File: src/rtl/seq_detect_ctrl.sv
`default_nettype none
// ============================================================================
// Module   : seq_detect_ctrl
// Purpose  : Serial pattern detector with a three-state controller
//            (IDLE / ARMED / DONE) and a saturating match counter.
//            A PAT_W-bit pattern is loaded over a valid/ready handshake.
//            While ARMED, qualified serial bits are shifted in at the LSB.
//            A match produces a one-cycle registered pulse on z.
//            In one-shot mode the first match parks the FSM in DONE.
// Build option:
//            SEQ_OVERLAP_EN - when defined, the history is kept after a
//            match, so matches may overlap. When undefined, the fill
//            count restarts on every match, so matches do not overlap.
// Ports    :
//   clk          in   clock, rising edge
//   reset        in   asynchronous reset, active low
//   cfg_valid    in   pattern-load request
//   cfg_ready    out  load accepted (high in IDLE)
//   cfg_pattern  in   [PAT_W] pattern, MSB is the first serial bit
//   cfg_oneshot  in   one-shot mode bit, loaded with the pattern
//   start        in   arm the detector
//   stop         in   disarm the detector
//   cnt_clr      in   clear match counter and saturation flag
//   w            in   serial data bit
//   w_valid      in   w qualifier
//   z            out  registered one-cycle match pulse
//   busy         out  high in ARMED
//   done         out  high in DONE
//   match_cnt    out  [CNT_W] saturating match count
//   cnt_sat      out  sticky saturation flag
// Revision : 1.0 - initial release
// ============================================================================
module seq_detect_ctrl #(
    parameter int PAT_W = 4,
    parameter int CNT_W = 8
) (
    input  logic             clk,
    input  logic             reset,
    input  logic             cfg_valid,
    output logic             cfg_ready,
    input  logic [PAT_W-1:0] cfg_pattern,
    input  logic             cfg_oneshot,
    input  logic             start,
    input  logic             stop,
    input  logic             cnt_clr,
    input  logic             w,
    input  logic             w_valid,
    output logic             z,
    output logic             busy,
    output logic             done,
    output logic [CNT_W-1:0] match_cnt,
    output logic             cnt_sat
);

    localparam int                  c_FILL_W    = $clog2(PAT_W + 1);
    localparam logic [c_FILL_W-1:0] c_FILL_FULL = c_FILL_W'(PAT_W);
    localparam logic [CNT_W-1:0]    c_CNT_MAX   = '1;

    localparam logic [1:0] c_IDLE  = 2'd0;
    localparam logic [1:0] c_ARMED = 2'd1;
    localparam logic [1:0] c_DONE  = 2'd2;

    logic [1:0]          r_state;
    logic [PAT_W-1:0]    r_shift;
    logic [c_FILL_W-1:0] r_fill;
    logic [PAT_W-1:0]    r_pattern;
    logic                r_oneshot;
    logic                r_pat_ok;
    logic                r_z;
    logic [CNT_W-1:0]    r_cnt;
    logic                r_sat;

    logic [PAT_W-1:0]    w_shift_nxt;
    logic [c_FILL_W-1:0] w_fill_nxt;
    logic                w_sample;
    logic                w_match;
    logic [CNT_W-1:0]    w_cnt_inc;

    // stop outranks w_valid, so a bit arriving together with stop is dropped
    assign w_sample    = (r_state == c_ARMED) && w_valid && !stop;
    assign w_shift_nxt = {r_shift[PAT_W-2:0], w};
    // The fill count stops at PAT_W; beyond that only the window content matters
    assign w_fill_nxt  = (r_fill == c_FILL_FULL) ? r_fill : r_fill + c_FILL_W'(1);
    assign w_match     = w_sample && (w_fill_nxt == c_FILL_FULL) &&
                         (w_shift_nxt == r_pattern);
    assign w_cnt_inc   = r_cnt + CNT_W'(1);

    always_ff @(posedge clk or negedge reset) begin
        if (!reset) begin
            r_state   <= c_IDLE;
            r_shift   <= '0;
            r_fill    <= '0;
            r_pattern <= '0;
            r_oneshot <= 1'b0;
            r_pat_ok  <= 1'b0;
            r_z       <= 1'b0;
            r_cnt     <= '0;
            r_sat     <= 1'b0;
        end else begin
            r_z <= w_match;

            case (r_state)
                c_IDLE: begin
                    if (cfg_valid) begin
                        r_pattern <= cfg_pattern;
                        r_oneshot <= cfg_oneshot;
                        r_pat_ok  <= 1'b1;
                    end
                    // A load in this same cycle is enough to allow arming
                    if (start && (r_pat_ok || cfg_valid)) begin
                        r_state <= c_ARMED;
                        r_shift <= '0;
                        r_fill  <= '0;
                    end
                end
                c_ARMED: begin
                    if (stop) begin
                        r_state <= c_IDLE;
                        r_shift <= '0;
                        r_fill  <= '0;
                    end else if (w_valid) begin
                        r_shift <= w_shift_nxt;
`ifdef SEQ_OVERLAP_EN
                        r_fill  <= w_fill_nxt;
`else
                        r_fill  <= w_match ? '0 : w_fill_nxt;
`endif
                        if (w_match && r_oneshot) begin
                            r_state <= c_DONE;
                        end
                    end
                end
                c_DONE: begin
                    if (stop) begin
                        r_state <= c_IDLE;
                        r_shift <= '0;
                        r_fill  <= '0;
                    end else if (start) begin
                        r_state <= c_ARMED;
                        r_shift <= '0;
                        r_fill  <= '0;
                    end
                end
                default: begin
                    r_state <= c_IDLE;
                end
            endcase

            // Clear wins over a coincident increment
            if (cnt_clr) begin
                r_cnt <= '0;
                r_sat <= 1'b0;
            end else if (w_match && (r_cnt != c_CNT_MAX)) begin
                r_cnt <= w_cnt_inc;
                if (w_cnt_inc == c_CNT_MAX) begin
                    r_sat <= 1'b1;
                end
            end
        end
    end

    assign cfg_ready = (r_state == c_IDLE);
    assign busy      = (r_state == c_ARMED);
    assign done      = (r_state == c_DONE);
    assign z         = r_z;
    assign match_cnt = r_cnt;
    assign cnt_sat   = r_sat;

endmodule
`default_nettype wire

File: config.mk
export PLATFORM = sky130hd
export DESIGN_NAME = seq_detect_ctrl
export DESIGN_NICKNAME = d
export VERILOG_FILES = /design/src/rtl/seq_detect_ctrl.sv
export SDC_FILE = /design/constraint.sdc
export NUM_CORES = 1
export LEC_CHECK = 0
export CORE_ASPECT_RATIO = 1.5
export CORE_MARGIN = 3
export CORE_UTILIZATION = 33
export CTS_CLUSTER_SIZE = 8
export DETAILED_ROUTE_END_ITERATION = 8
export SETUP_SLACK_MARGIN = 0.5
export SLEW_MARGIN = 20
export SYNTH_ARGS = -nofsm -noshare
export SYNTH_HDL_FRONTEND = slang
export SYNTH_SLANG_ARGS = --single-unit
File: constraint.sdc
create_clock -name clk -period 2.4 [get_ports clk]
set_clock_uncertainty 0.2 [all_clocks]
set_input_delay 0.24 -clock clk [delete_from_list [all_inputs] [get_ports clk]]
set_output_delay 0.24 -clock clk [all_outputs]
set_load 0.01 [all_outputs]
==> results of run 1 <==
-- worst max path at each step --
stage / startpoint / end / slack (ps) / depth (start not counted)
after detailed placement: w_valid / match_cnt[5] / 50 / 6
after CTS: r_fill[0] / match_cnt[4] / 210 / 7
after floorplan: r_fill[0] / match_cnt[7] / 110 / 7
after global placement: w / match_cnt[4] / 90 / 6
final: r_fill[0] / match_cnt[5] / 210 / 7
after global routing: r_fill[0] / match_cnt[4] / 90 / 7
-- registers in the layout, indices dropped and copies added (netlist names) --
name	cells
match_cnt	8
r_pattern	4
r_fill	3
r_shift	3
r_state	2
cnt_sat	1
r_oneshot	1
r_pat_ok	1
z	1
-- timing repair --
item,4_1_cts,5_1_grt
endpoints found under the setup margin,14,15
gates resized for setup,7,6
buffers inserted,3,1
pin swaps,5,1
-- layout make-up --
cell class,count,area share
Inverter,6,0.0126
Timing Repair Buffer,37,0.195
Tap cell,43,0.0300
Clock inverter,1,0.0167
Clock buffer,3,0.0230
Sequential cell,24,0.336
Multi-Input combinational cell,94,0.387
-- kinds of logic after synthesis --
| family | count (synthesis) |
|---|---|
| AOI/OAI and AO/OA | 31 |
| and+or+nand+nor | 46 |
| muxes | 8 |
| xor gates and xnor gates | 5 |
| adders and majority gates | 4 |
| buffers and inverters | 9 |
| DFF | 24 |
-- per-stage QoR --
| stage | std cells | hold slack, ps | cell area (sq um) | utilization |
|---|---|---|---|---|
| after floorplan | 127 | -256 | 1310 | - |
| after global placement | 200 | 245 | 1660 | 0.442 |
| after detailed placement | 200 | 249 | 1660 | 0.442 |
| after CTS | 207 | 130 | 1770 | 0.472 |
| after global routing | 208 | 134 | 1790 | 0.478 |
| final | 208 | 115 | 1790 | 0.478 |
-- metal layers --
metal,GRT usage,vias up,share of wire
li1,-,539,-
met1,0.158,551,0.40
met2,0.243,33,0.54
met3,0.0202,5,0.054
met4,0.0380,0,0.012
met5,0,-,0
-- layout by cell type, fill, tap and decap left out, types with 5 or more instances in the layout --
cell type	count
sky130_fd_sc_hd__nand2_1	6
sky130_fd_sc_hd__a21oi_1	8
sky130_fd_sc_hd__dfrtp_1	22
sky130_fd_sc_hd__o21ai_0	5
sky130_fd_sc_hd__a22o_1	6
sky130_fd_sc_hd__mux2_2	6
sky130_fd_sc_hd__nor2b_1	5
sky130_fd_sc_hd__nor2_1	12
sky130_fd_sc_hd__buf_4	10
sky130_fd_sc_hd__clkdlybuf4s50_1	23
-- where the power goes --
| part | leakage [nW] | total (W) | switching [W] | internal [W] |
|---|---|---|---|---|
| Sequential | 0.313 | 0.000447 | 0.0000187 | 0.000428 |
| Clock | 0.0357 | 0.000357 | 0.000134 | 0.000223 |
| Combinational | 0.438 | 0.000146 | 0.0000634 | 0.0000823 |
==> impl_summary.md, run 1 <==
Status
The flow ran to the end, and the final reports show no timing, DRC or antenna violations.

Global routing
The wire length of the first global-routing pass is 5220 um. The remaining global-route overflow is 0. The number of antenna violations at the first check in global routing is 0. The via count of the first global-routing pass is 1145. The maximum number of pins on one net before global-route repair is 25. The global-route usage over all layers is 0.134.

Place
Routability-driven placement finished with a final weighted congestion of 0.810. Prior to clock tree synthesis, the placed netlist has a worst setup slack of 51.9 ps. The post-detailed-placement half-perimeter wirelength is 2210 um.

Buffers placed on the I/O ports in this run total 25.

Timing
For the pin with the worst max-slew slack, the measured transition is 365 ps. The fraction of the cycle the final worst path needs is 0.912. Timing would allow up to 457 MHz. Setup repair after global routing could not meet its margin everywhere.

The smallest setup slack after layout is 210 ps. The final-report max-slew violation count is 0. The total negative slack is 0 ps.

Setup violations remaining at the end of the flow were counted as 0. The worst pin sits at a relative slew slack of 0.756. The number of hold violations in the final report is 0.

The time the final worst path needs with I/O delays and setup is 2190 ps.

Clock network
The clock insertion delay at the later pin of the skew report is 270 ps. The worst-case clock buffer depth is 2. CTS saw 24 sinks. The number of hold buffers added after cts is 0.

In this run, CTS created clock tree buffers numbering 3. The number of H-tree levels is 1. Clock-pin slew was measured on the worst setup and hold paths at 90 ps. The buffer type at the clock tree root is sky130_fd_sc_hd__clkbuf_8. TritonCTS built the clock tree.

Critical path
Counting both buffers and inverters, the worst setup path holds a total of 1. Along the worst path, the maximum fanout reaches 3. Traced cell by cell, the critical path runs through inv_2 -> ha_4 -> a21bo_1 -> a2111o_1 -> nor3_4 -> nand4_1 -> mux2_4. In this run the critical register-to-register path is captured at match_cnt[5]. The cell type group with the largest total delay on the critical path is compound AO/OA/AOI/OAI gates. The worst endpoint required time is 2360 ps.

The startpoint identified for the worst register-to-register timing path is r_fill[0]. The nature of the critical path startpoint is a register. For this run, the slowest stage of the critical path takes 440 ps.

The cell count of the worst reg-to-reg path is 7. The critical path endpoint category is a register. The worst setup path category is register to register. STA puts the critical path data arrival time at 2150 ps.

Setup slack on the worst reg-to-reg path comes out at 210 ps. The cell with the largest stage delay on the worst path is sky130_fd_sc_hd__a2111o_1.

Synth
The number of instances in the synthesized netlist is 127. The simple-gate share of the synthesized area is 0.204. The synthesized-area fraction occupied by ao, oa, aoi and oai cells is 0.164.

Of the post-synthesis cell area, the dominant cell type holds 0.458. The fraction of synthesis flops using an asynchronous set or reset pin is 1.00. Among all flip-flop cells after synthesis, the most frequent one is sky130_fd_sc_hd__dfrtp_1. The leading cell type by number of instances after synthesis is sky130_fd_sc_hd__dfrtp_1.

The post-synthesis share of cell area spent on xor and xnor gates is 0.0334. Counting distinct cell types in the post-synthesis netlist gives 38. The largest family of logic cells by synthesized area is simple AND/OR/NAND/NOR gates. The sequential cell area fraction in the yosys report is 0.458. The largest total area in the synthesized netlist belongs to sky130_fd_sc_hd__dfrtp_1. The net count after synthesis is 144. Ranked by instance count, the synthesized netlist is headed by sky130_fd_sc_hd__dfrtp_1, sky130_fd_sc_hd__nor2_1, sky130_fd_sc_hd__a21oi_1. Summing every instance area after synthesis gives 0.00131 sq mm. Of the total synthesized cell area, the portion taken by full adders, half adders and majority gates is 0.0382. After synthesis the netlist holds a flip-flop and latch count of 24. The mean cell area of the mapped netlist is 10.3 sq um. The count of synthesis-stage warnings from yosys is 0. After synthesis, the share of cell area in mux cells is 0.0688. Ranked by total cell area, the synthesized netlist is headed by sky130_fd_sc_hd__dfrtp_1, sky130_fd_sc_hd__mux2_2, sky130_fd_sc_hd__a22o_1. In this run, synthesis inferred 0 flip-flops with an integrated enable.

Floorplanning
The number of I/O pins is 26. The die outline width is 57.4 um. The initial utilization of the core area, before any placement, comes to 0.349. The core footprint is 0.00375 sq mm. The initialized floorplan defines 27 standard-cell rows. In this run the vertical extent of the chip is 83.2 um. The overall die area is 0.00478 sq mm.

Min path
The path class of the tightest hold or removal check is input pin to async pin.

Power
The power density over the cells is 530 mW/mm^2. The maximum vdd drop is 437 uV. Overall power consumption after layout is estimated at 0.000950 W. The leakage power is 0.786 nW.

Final layout
Across the whole layout, storage elements account for 603 sq um. For this run, the post-layout net count is 183. After filler insertion, the fill cell instance count of the layout stands at 369. The multi-input combinational cell area is 693 sq um.

The share of layout cells above drive strength 1 is 0.212. The area growth from synthesis to layout is 36.9%. The number of antenna diodes in the final layout is 0.

Route
After detailed routing, the average wire length per cell comes to 14.1 um. In the routed layout, each cell is associated on average with a via count of 5.42. The count of nets left with antenna violations once routing finished came out at 0. Summed over all layers, the routed wires come to 2940 um. For this block, the initial DRC count from the detailed router was 39. The overall via count from detail_route is 1128. The length of the first detailed-routing pass in iterations is 4. The number of design rule violations left after detail routing is 0.

Job
The number of maximum-capacitance violations is 0.
Power figures use the tool's default switching activity.
==> run 2, diff against run 1 <==
CORE_UTILIZATION = 35   (was 33)
TNS_END_PERCENT = 20   (was default)
clock period = 2.61 ns   (was 2.4 ns; I/O delays follow)
==> run 2 against run 1 <==
Effect of this change:
- design area shrank 1.4%
- sequential share of layout area grew 0.33 points
- worst setup slack gained 250 ps
- clock power shrank 10%
- die area shrank 5.2%
- critical path depth is the same
- total power shrank 8.8%
- fmax grew 1.9%
- first-iteration DRC count grew 13%
- global-route usage grew 0.86 points
- via count shrank 2.1%
- largest cell class unchanged
- largest power group unchanged
- highest routed layer unchanged
==> impl_summary.md, run 2 (synthesis results as in run 1) <==
Timing
The number of hold violations in the final report is 0 (unchanged). The final-report max-slew violation count came to 0 (unchanged). The max-slew headroom at the worst pin is 0.681 (-0.0755). Setup repair after global routing could not meet its margin everywhere. The fraction of the cycle the final worst path needs is 0.824 (-0.0888). The time the final worst path needs with I/O delays and setup is 2150 ps (-40.2 ps). The maximum clock frequency is 465 MHz (+1.9%). The final setup violation count was 0 (unchanged). The smallest setup slack after layout came to 460 ps (+250 ps). The total negative slack is 0 ps (unchanged). The worst hold margin was 143 ps (+27.4 ps). The transition time of the tightest slew-check pin was 478 ps (+113 ps).

Global routing
The maximum number of pins on one net before global-route repair is 25 (unchanged). The number of antenna violations at the first check in global routing is 0 (unchanged). The via count of the first global-routing pass is 1167 (+1.9%). The remaining global-route overflow came to 0 (unchanged). The global-route usage over all layers is 0.143 (+0.00862). The wire length of the first global-routing pass is 5160 um (-1.1%).

Route
The post-route antenna net violation count is 0 (unchanged). The per-cell via count in the routed design came to 5.41 (-0.21%). The length of the first detailed-routing pass in iterations is 4 (unchanged). The overall routed net length came to 2970 um (+0.82%). The final routed wire length divided by cell count is 14.5 um (+2.8%). The overall via count from detail_route was 1104 (-2.1%). The number of design rule violations left after detail routing came to 0 (unchanged). The number of violations reported at the end of detailed-routing iteration 0 is 44 (+13%).

Floorplanning
The vertical die dimension came to 80.9 um (-2.7%). The count of standard-cell rows is 26 (-3.7%). The number of I/O pins came to 26 (unchanged). The die outline width is 56.0 um (-2.6%).

The effective utilization at floorplan was 0.373 (+0.0235). The core footprint is 0.00351 sq mm (-6.3%). The overall die area is 0.00453 sq mm (-5.2%).

Clock network
The worst-case clock buffer depth came to 2 (unchanged). The number of buffers created by CTS was 3 (unchanged). The number of hold buffers added after cts is 0 (unchanged). The clock insertion delay at the later pin of the skew report is 260 ps (about the same). The number of H-tree levels is 1 (unchanged). The buffer type at the clock tree root is sky130_fd_sc_hd__clkbuf_8. The clock slew seen by the registers of the worst setup and hold paths was 80 ps (about the same). The TritonCTS sink count came to 24 (unchanged). TritonCTS built the clock tree.

Place
The total placed instance area came to 0.00163 sq mm (-1.9%). The port buffer count is 25 (unchanged). The worst slack at placement is 157 ps (+105 ps). The routability congestion estimate from global placement is 0.754 (-6.9%). The post-detailed-placement half-perimeter wirelength is 2180 um (-1.5%).

Critical path
The maximum fanout along the worst path was 3 (unchanged). The worst reg-to-reg setup slack is 460 ps (+250 ps). The worst setup path is launched from a register. The reg-to-reg critical path startpoint is r_fill[0].

The worst endpoint required time is 2600 ps (+240 ps). The worst setup path category is register to register. The worst setup path is captured at a register. The cell count of the worst reg-to-reg path is 7 (unchanged). The worst register-to-register path ends at match_cnt[4]. The signal arrival time at the worst endpoint is 2140 ps (about the same).

Final layout
The share of layout cells above drive strength 1 is 0.191 (-0.0208). The final net count is 180 (-1.6%). In the layout the commonest cells are sky130_fd_sc_hd__clkdlybuf4s50_1, sky130_fd_sc_hd__dfrtp_1, sky130_fd_sc_hd__nor2_1, sky130_fd_sc_hd__buf_4, sky130_fd_sc_hd__a21oi_1.

The antenna diode count was 0 (unchanged). The layout overhead on the synthesized area is 35.0%. The most common cell after layout, fill and taps aside is sky130_fd_sc_hd__clkdlybuf4s50_1. The flip-flop count of the largest register after layout is 8 (unchanged). The utilization of the core after routing came to 0.503 (+0.0251). The final standard cell area without fillers is 0.00177 sq mm (-1.4%).

Status
The run finished with clean final reports.

Job
The number of maximum-capacitance violations was 0 (unchanged).

Power
The leakage power is 0.751 nW (-4.5%). The maximum vdd drop is 284 uV (-35%). The power density over the cells came to 490 mW/mm^2 (-7.5%).

Min path
The min-delay analysis places its worst path in the category input pin to async pin.
==> run 2: cell count changes in the layout (fill, tap and decap cells not counted), moves of 2 or more <==
cell	before	now
sky130_fd_sc_hd__buf_6	2	0
sky130_fd_sc_hd__a211oi_2	0	2
sky130_fd_sc_hd__dfrtp_2	2	0
sky130_fd_sc_hd__clkdlybuf4s50_1	23	25
sky130_fd_sc_hd__a211oi_1	2	0
sky130_fd_sc_hd__dfrtp_1	22	24
==> run 2: per-stage QoR <==
step	power, W	cells
detailed placement	0.000542	195
global route	0.000912	204
floorplan	0.000490	127
finish	0.000866	204
global placement	0.000539	195
CTS	0.000881	204
==> run 2: where the power goes <==
group          switching (W)  internal, W  total [W]  leakage [nW]
Combinational      0.0000605    0.0000746   0.000135         0.400
Sequential         0.0000166     0.000393   0.000410         0.315
Clock               0.000116     0.000205   0.000321        0.0357
Total               0.000193     0.000673   0.000866         0.751
==> run 2: how the worst max path moves through the flow <==
stage / startpoint / to / slack (ps)
after floorplan: r_fill[0] / match_cnt[7] / 320
after global placement: stop / match_cnt[7] / 200
after detailed placement: stop / match_cnt[5] / 160
after CTS: r_fill[0] / match_cnt[4] / 470
after global routing: r_fill[0] / match_cnt[6] / 370
final: r_fill[0] / match_cnt[4] / 460
==> run 2: repair_timing <==
item / 4_1_cts / 5_1_grt
resized for setup: 7 / 1
endpoints found under the setup margin: 12 / 12
buffers inserted: 5 / 0
endpoints found under the hold margin: 0 / 0
pin swaps: 6 / 0
==> run 2: metal layers <==
layer | vias to the layer above | track usage | wire length [um]
met5 | - | 0 | 0
met4 | 0 | 0.0594 | 19
met3 | 2 | 0.0223 | 88
met2 | 16 | 0.267 | 1650
met1 | 554 | 0.161 | 1210
li1 | 532 | - | -
==> run 2: cell type report <==
cell class	instances	area, sq um
Fill cell	329	1750
Inverter	6	22.5
Multi-Input combinational cell	94	703
Tap cell	42	52.6
Sequential cell	24	601
Clock inverter	1	30.0
Clock buffer	3	41.3
Timing Repair Buffer	34	318
==> run 2: worst max-delay path: stages (launching register included) <==
cell and delay [ps]:
sky130_fd_sc_hd__dfrtp_1 370, sky130_fd_sc_hd__inv_2 60, sky130_fd_sc_hd__ha_4 160, sky130_fd_sc_hd__a21bo_1 160, sky130_fd_sc_hd__a2111o_1 430, sky130_fd_sc_hd__or2_1 260, sky130_fd_sc_hd__or3_1 300, sky130_fd_sc_hd__a21oi_1 120
